`src/rtl/commit_sequencer.sv`:
```
// In-order retirement of up to NrCommitPorts oldest scoreboard entries.
// Also serialises fences, pulses retired exceptions and counts retired instructions.
module commit_sequencer #(
   parameter int NrCommitPorts = 2,
   parameter int XLEN          = 64,
   parameter int CntWidth      = 64
) (
   input  logic                                clk_i,
   input  logic                                rst_ni,
   input  logic                                flush_i,
   input  logic                                halt_i,
   input  logic [NrCommitPorts-1:0]            sb_valid_i,
   input  logic [NrCommitPorts-1:0]            sb_drop_i,
   input  logic [NrCommitPorts-1:0][1:0]       sb_kind_i,
   input  logic [NrCommitPorts-1:0]            sb_ex_valid_i,
   input  logic [NrCommitPorts-1:0][4:0]       sb_rd_i,
   input  logic [NrCommitPorts-1:0][XLEN-1:0]  sb_result_i,
   output logic [NrCommitPorts-1:0]            commit_ack_o,
   output logic [NrCommitPorts-1:0]            we_gpr_o,
   output logic [NrCommitPorts-1:0][4:0]       waddr_o,
   output logic [NrCommitPorts-1:0][XLEN-1:0]  wdata_o,
   output logic                                commit_lsu_o,
   input  logic                                commit_lsu_ready_i,
   output logic                                fence_req_o,
   input  logic                                fence_done_i,
   output logic                                ex_valid_o,
   output logic [CntWidth-1:0]                 commit_count_o
);

   typedef enum logic {IDLE, FENCE_WAIT} state_e;

   localparam logic [1:0] KIND_ALU   = 2'd0;
   localparam logic [1:0] KIND_STORE = 2'd1;
   localparam logic [1:0] KIND_CSR   = 2'd2;
   localparam logic [1:0] KIND_FENCE = 2'd3;

   state_e                     state_q, state_d;
   logic                       done_q, done_d;
   logic                       fence_req_q, fence_req_d;
   logic                       ex_valid_q, ex_valid_d;
   logic [CntWidth-1:0]        count_q, count_d;
   logic [NrCommitPorts-1:0]   ack;
   logic [NrCommitPorts-1:0]   we;
   logic [CntWidth-1:0]        cnt_inc;

   always_comb begin
      state_d      = state_q;
      done_d       = done_q;
      fence_req_d  = fence_req_q;
      ack          = '0;
      we           = '0;
      commit_lsu_o = 1'b0;
      cnt_inc      = '0;

      if (flush_i) begin
         state_d     = IDLE;
         done_d      = 1'b0;
         fence_req_d = 1'b0;
      end else if (state_q == IDLE) begin
         if (!halt_i && sb_valid_i[0]) begin
            if (sb_drop_i[0] || sb_ex_valid_i[0]) begin
               ack[0] = 1'b1;
            end else begin
               unique case (sb_kind_i[0])
                  KIND_STORE: begin
                     commit_lsu_o = 1'b1;
                     ack[0]       = commit_lsu_ready_i;
                  end
                  KIND_FENCE: begin
                     state_d     = FENCE_WAIT;
                     fence_req_d = 1'b1;
                  end
                  default: ack[0] = 1'b1;
               endcase
            end
         end
      end else begin
         // A completion seen during halt is remembered in done_q until release
         if (!halt_i && (fence_done_i || done_q)) begin
            ack[0]      = 1'b1;
            state_d     = IDLE;
            fence_req_d = 1'b0;
            done_d      = 1'b0;
         end else if (fence_done_i) begin
            done_d = 1'b1;
         end
      end

      // Younger ports only retire behind a plain ALU (or squashed) predecessor
      for (int k = 1; k < NrCommitPorts; k++) begin
         ack[k] = ack[k-1]
                & (sb_drop_i[k-1] | (sb_kind_i[k-1] == KIND_ALU && !sb_ex_valid_i[k-1]))
                & sb_valid_i[k]
                & (sb_drop_i[k] | (sb_kind_i[k] == KIND_ALU && !sb_ex_valid_i[k]));
      end

      for (int k = 0; k < NrCommitPorts; k++) begin
         we[k] = ack[k] & ~sb_drop_i[k] & ~sb_ex_valid_i[k]
               & (sb_kind_i[k] == KIND_ALU || sb_kind_i[k] == KIND_CSR)
               & (sb_rd_i[k] != 5'd0);
         if (ack[k] && !sb_drop_i[k] && !sb_ex_valid_i[k]) begin
            cnt_inc = cnt_inc + CntWidth'(1);
         end
      end

      ex_valid_d = ack[0] & ~sb_drop_i[0] & sb_ex_valid_i[0];
      count_d    = count_q + cnt_inc;
   end

   always_ff @(posedge clk_i or negedge rst_ni) begin
      if (!rst_ni) begin
         state_q     <= IDLE;
         done_q      <= 1'b0;
         fence_req_q <= 1'b0;
         ex_valid_q  <= 1'b0;
         count_q     <= '0;
      end else begin
         state_q     <= state_d;
         done_q      <= done_d;
         fence_req_q <= fence_req_d;
         ex_valid_q  <= ex_valid_d;
         count_q     <= count_d;
      end
   end

   assign commit_ack_o   = ack;
   assign we_gpr_o       = we;
   assign waddr_o        = sb_rd_i;
   assign wdata_o        = sb_result_i;
   assign fence_req_o    = fence_req_q;
   assign ex_valid_o     = ex_valid_q;
   assign commit_count_o = count_q;

endmodule

```
`config.mk`:
```
export PLATFORM = sky130hd
export DESIGN_NAME = commit_sequencer
export DESIGN_NICKNAME = d
export VERILOG_FILES = /design/src/rtl/commit_sequencer.sv
export SDC_FILE = /design/constraint.sdc
export NUM_CORES = 1
export LEC_CHECK = 0
export BUFFER_PORTS_ARGS = -buffer_cell sky130_fd_sc_hd__buf_2
export CAP_MARGIN = 20
export CORE_AREA = 2 2 141 143
export CTS_CLUSTER_SIZE = 8
export DETAILED_ROUTE_END_ITERATION = 12
export DIE_AREA = 0 0 143 145
export HOLD_SLACK_MARGIN = 0.12
export PLACE_DENSITY = 0.49
export RECOVER_POWER = 25
export SLEW_MARGIN = 10
export SYNTH_ARGS = -nofsm -noshare
export SYNTH_HDL_FRONTEND = slang
export SYNTH_SLANG_ARGS = --single-unit
```
`constraint.sdc`:
```
create_clock -name clk_i -period 4.65 [get_ports clk_i]
set_clock_uncertainty 0.1 [all_clocks]
set_input_delay 1.1625 -clock clk_i [delete_from_list [all_inputs] [get_ports clk_i]]
set_output_delay 1.1625 -clock clk_i [all_outputs]
set_load 0.01 [all_outputs]
```
==> results.sh <==
export IMPL_outcome="finished with violations"
export IMPL_failed_checks="capacitance limit, slew limit"
export IMPL_routed_wirelength_normalized_by_instance_count_um=14.8
export IMPL_synth_sequential_area_ratio_pct=38.4
export IMPL_finalCritPeriodShare_pct=90.5
export IMPL_clk_pin_slew_ns=0.05
export IMPL_multi_input_gate_area_in_the_final_layout_um2=1590
export IMPL_crit_reg2reg_launch="state_q"
export IMPL_synth_top_flop_cell="sky130_fd_sc_hd__dfrtp_1"
export IMPL_timing_setup_critical_path_class="primary input to flop"
export IMPL_number_of_buffers_added_on_ports=106
export IMPL_grt_ovfl_total=0
export IMPL_synth_top_family_by_area="buffers and inverters"
export IMPL_synth_seq_cells=68
export IMPL_die_width_um=143
export IMPL_design_final_nets=607
export IMPL_postSynthNetCount=624
export IMPL_grt_pass1_wl_um=16700
export IMPL_antenna_cells=0
export IMPL_placement_cell_area_um2=4290
export IMPL_slew_violations=37
export IMPL_post_cts_setup_buffer_count=0
export IMPL_max_cap_violations=1
export IMPL_power_per_cell_area_nw_per_um2=326
export IMPL_maxClockFrequency_ghz=0.238
export IMPL_tritoncts="done"
export IMPL_global_routing_usage_on_met2_pct=15.8
export IMPL_cp_startpoint="sb_drop_i[0]"
export IMPL_top_fanout_value_on_the_critical_path=7
export IMPL_setup_total_negative_slack_ns=0
export IMPL_synthesis_area_per_instance_um2=9.50
export IMPL_clock_power_share_pct=52.3
export IMPL_switching_share_pct=22.4
export IMPL_synth_largest_type_area_fraction_pct=38.4
export IMPL_crit_required_ns=4.81
export IMPL_timing_slew_headroom_pct=-39.3
export IMPL_netlist_cell_type_count=40
export IMPL_via_count_of_the_first_global_routing_pass=3124
export IMPL_drc=0
export IMPL_report_final_hold_viol_count=0
export IMPL_starting_density_of_the_core_pct=23.0
export IMPL_fill_cells=2119
export IMPL_worst_hold_path_type="flop to flop"
export IMPL_worstSetupEndpointType="flop"
export IMPL_route_antenna_remaining_nets=0
export IMPL_fp_row_count=51
export IMPL_area_growth_syn_to_layout_pct=3.05
export IMPL_synth_xor_xnor_area_share_pct=12.3
export IMPL_detailroute_via_count=3047
export IMPL_cellLeakagePower_nw=2.13
export IMPL_register_area_um2=1700
export IMPL_grt_use_total_pct=10.3
export IMPL_finalInstanceArea_um2=4560
export IMPL_synth_edf_count=0
export IMPL_total_of_cells_resized_after_clock_tree_synthesis=0
export IMPL_mappedNetlistArea_um2=4430
export IMPL_routed_wirelength_um=10600
export IMPL_power_mw=1.49
export IMPL_numCtsBuffers=9
export IMPL_coreArea_um2=19200
export IMPL_synth_cells=466
export IMPL_io_pins=363
export IMPL_insertion_delay_ns=0.34
export IMPL_share_comb_of_total_power_pct=5.6
export IMPL_synth_mux_area_share_pct=0
export IMPL_globalRouteMet1Util_pct=11.6
export IMPL_netSwitchingPower_uw=333
export IMPL_synthAdderAreaFrac_pct=1.30
export IMPL_detail_route_iter0_violations=118
export IMPL_cts_hold_buffers_added=0
export IMPL_layer_with_the_highest_usage="met2"
export IMPL_max_clock_path_buffers=2
export IMPL_die_height_um=145
export IMPL_grt_antenna_before_repair=0
export IMPL_finalWeightedCongestion=0.776
export IMPL_min_from="commit_count_o[63]"
export IMPL_tightestPinTransition_ns=2.09
export IMPL_synth_area_leader_cell="sky130_fd_sc_hd__dfrtp_1"
export IMPL_yosysWarningCount=0
export IMPL_dieArea_um2=20700
export IMPL_grt_max_degree=37
export IMPL_setup_violations=0
export IMPL_drive_gt1_share_pct=21.1
export IMPL_clkSinkCount=68
export IMPL_clk_root_buffer_cell="sky130_fd_sc_hd__clkbuf_16"
export IMPL_rsz0062_at_grt="no"
export IMPL_grt_met3_usage_pct=4.46
export IMPL_number_of_search_and_repair_iterations_in_the_first_detailed_routing_pass=4
export IMPL_synth_async_reset_ratio_pct=100
export IMPL_worst_ir_drop_vdd_mv=0.155
export IMPL_critPathArrivalTime_ns=4.37
export IMPL_p_int_mw=1.15
export IMPL_via_per_inst=4.24
export IMPL_dpl_hpwl_um=8070
export IMPL_share_seq_of_total_power_pct=42.1
export IMPL_cts_max_level=3
export IMPL_synth_top_cells_by_area="sky130_fd_sc_hd__dfrtp_1 (38%), sky130_fd_sc_hd__buf_4 (23%), sky130_fd_sc_hd__xor2_1 (7.1%)"
export IMPL_synth_compound_area_share_pct=1.44
export IMPL_start_kind="primary input"
export IMPL_synth_simple_area_share_pct=20.9
export IMPL_fin_worst_hold_slack_ns=0.372
export IMPL_finalCriticalPeriod_ns=4.21
## synth_stat cells (2+ instances only)
library cell / number
sky130_fd_sc_hd__nor3_2: 3
sky130_fd_sc_hd__dfrtp_1: 68
sky130_fd_sc_hd__nor2b_1: 2
sky130_fd_sc_hd__a21oi_1: 5
sky130_fd_sc_hd__nand3_1: 26
sky130_fd_sc_hd__nor4_1: 14
sky130_fd_sc_hd__or4_1: 3
sky130_fd_sc_hd__nor3_1: 17
sky130_fd_sc_hd__or2_2: 2
sky130_fd_sc_hd__nor4_4: 2
sky130_fd_sc_hd__nand4_1: 19
sky130_fd_sc_hd__xor2_1: 36
sky130_fd_sc_hd__buf_4: 138
sky130_fd_sc_hd__nand4_2: 2
sky130_fd_sc_hd__nor4_2: 2
sky130_fd_sc_hd__xnor2_1: 26
sky130_fd_sc_hd__o21ai_0: 2
sky130_fd_sc_hd__ha_1: 3
sky130_fd_sc_hd__nor2_1: 37
sky130_fd_sc_hd__nor3b_1: 3
sky130_fd_sc_hd__nand2_1: 16
sky130_fd_sc_hd__o21bai_1: 2
sky130_fd_sc_hd__inv_1: 21
## flip-flops by register name, indices dropped and copies added (netlist names)
name	count
commit_count_o	64
done_q	1
ex_valid_o	1
fence_req_o	1
state_q	1
## placed cells by master (no fill, tap or decap), drive strengths merged, types with 16 or more instances in the layout
master   n
xor2    36
nand2   16
inv     21
nor2    38
clkbuf  62
nor3    20
nor4    18
xnor2   26
nand4   22
dfrtp   68
buf     64
nand3   28
## final cells by class
class / count / area share, %
sequential: 68 / 37.3
multi-input combinational: 236 / 34.9
timing repair buffer: 113 / 11.4
tap: 265 / 7.27
clock buffer: 13 / 5.92
inverter: 21 / 1.73
clock inverter: 3 / 1.48
## worst max-delay path: stages
cell and delay, ns:
sky130_fd_sc_hd__buf_2 0.12, sky130_fd_sc_hd__nor3b_1 0.30, sky130_fd_sc_hd__o21ai_0 0.14, sky130_fd_sc_hd__a31oi_1 0.16, sky130_fd_sc_hd__or2_2 0.19, sky130_fd_sc_hd__nor3_1 0.07, sky130_fd_sc_hd__ha_1 0.29, sky130_fd_sc_hd__ha_1 0.16
sky130_fd_sc_hd__inv_1 0.06, sky130_fd_sc_hd__fa_1 0.43, sky130_fd_sc_hd__nand4b_1 0.24, sky130_fd_sc_hd__nor4_1 0.32, sky130_fd_sc_hd__nand4_1 0.30, sky130_fd_sc_hd__nor3_1 0.25, sky130_fd_sc_hd__xor2_1 0.16
## power groups by stage
| stage | logic, mW | clock network (mW) | registers (mW) |
|---|---|---|---|
| after global placement | 0.0879 | 0 | 0.634 |
| final | 0.0835 | 0.777 | 0.625 |
| after floorplan | 0.146 | 0 | 0.639 |
| after detailed placement | 0.0910 | 0 | 0.634 |
| after CTS | 0.0912 | 0.813 | 0.624 |
| after global routing | 0.0968 | 0.831 | 0.627 |
## routing by layer
metal / wire [um] / up-vias
met5: 0 / -
met4: 493 / 0
met3: 890 / 75
met2: 4960 / 120
met1: 4300 / 1470
li1: - / 1382
## kinds of logic (layout without fill, tap and decap cells)
| group | count (synthesis) | in the layout |
|---|---|---|
| AO/OA/AOI/OAI | 11 | 11 |
| AND/OR/NAND/NOR | 159 | 159 |
| flip-flops | 68 | 68 |
| adder cells (fa/ha/maj) | 4 | 4 |
| buffers and inverters | 162 | 150 |
| XOR/XNOR | 62 | 62 |
## stage by stage
stage          std cells  worst slack (ns)  util [%]
2_1_floorplan        466             0.377         -
3_3_place_gp         703            0.0723      22.3
3_5_place_dp         703            0.0431      22.3
4_1_cts              719             0.395      24.1
5_1_grt              719            0.0221      23.8
6_report             719             0.440      23.8
## worst paths after layout
kind	to	slack (ns)	cells after the start
worst min register to register	commit_count_o[63]	0.37	1
min in group asynchronous	commit_count_o[49]	1.32	1
worst max register to register	commit_count_o[58]	1.18	14
worst min-delay path	commit_count_o[63]	0.37	1
max in group asynchronous	commit_count_o[4]	1.73	2
worst max-delay path	commit_count_o[58]	0.44	15
Note: power is estimated with default switching activity, not from simulation.
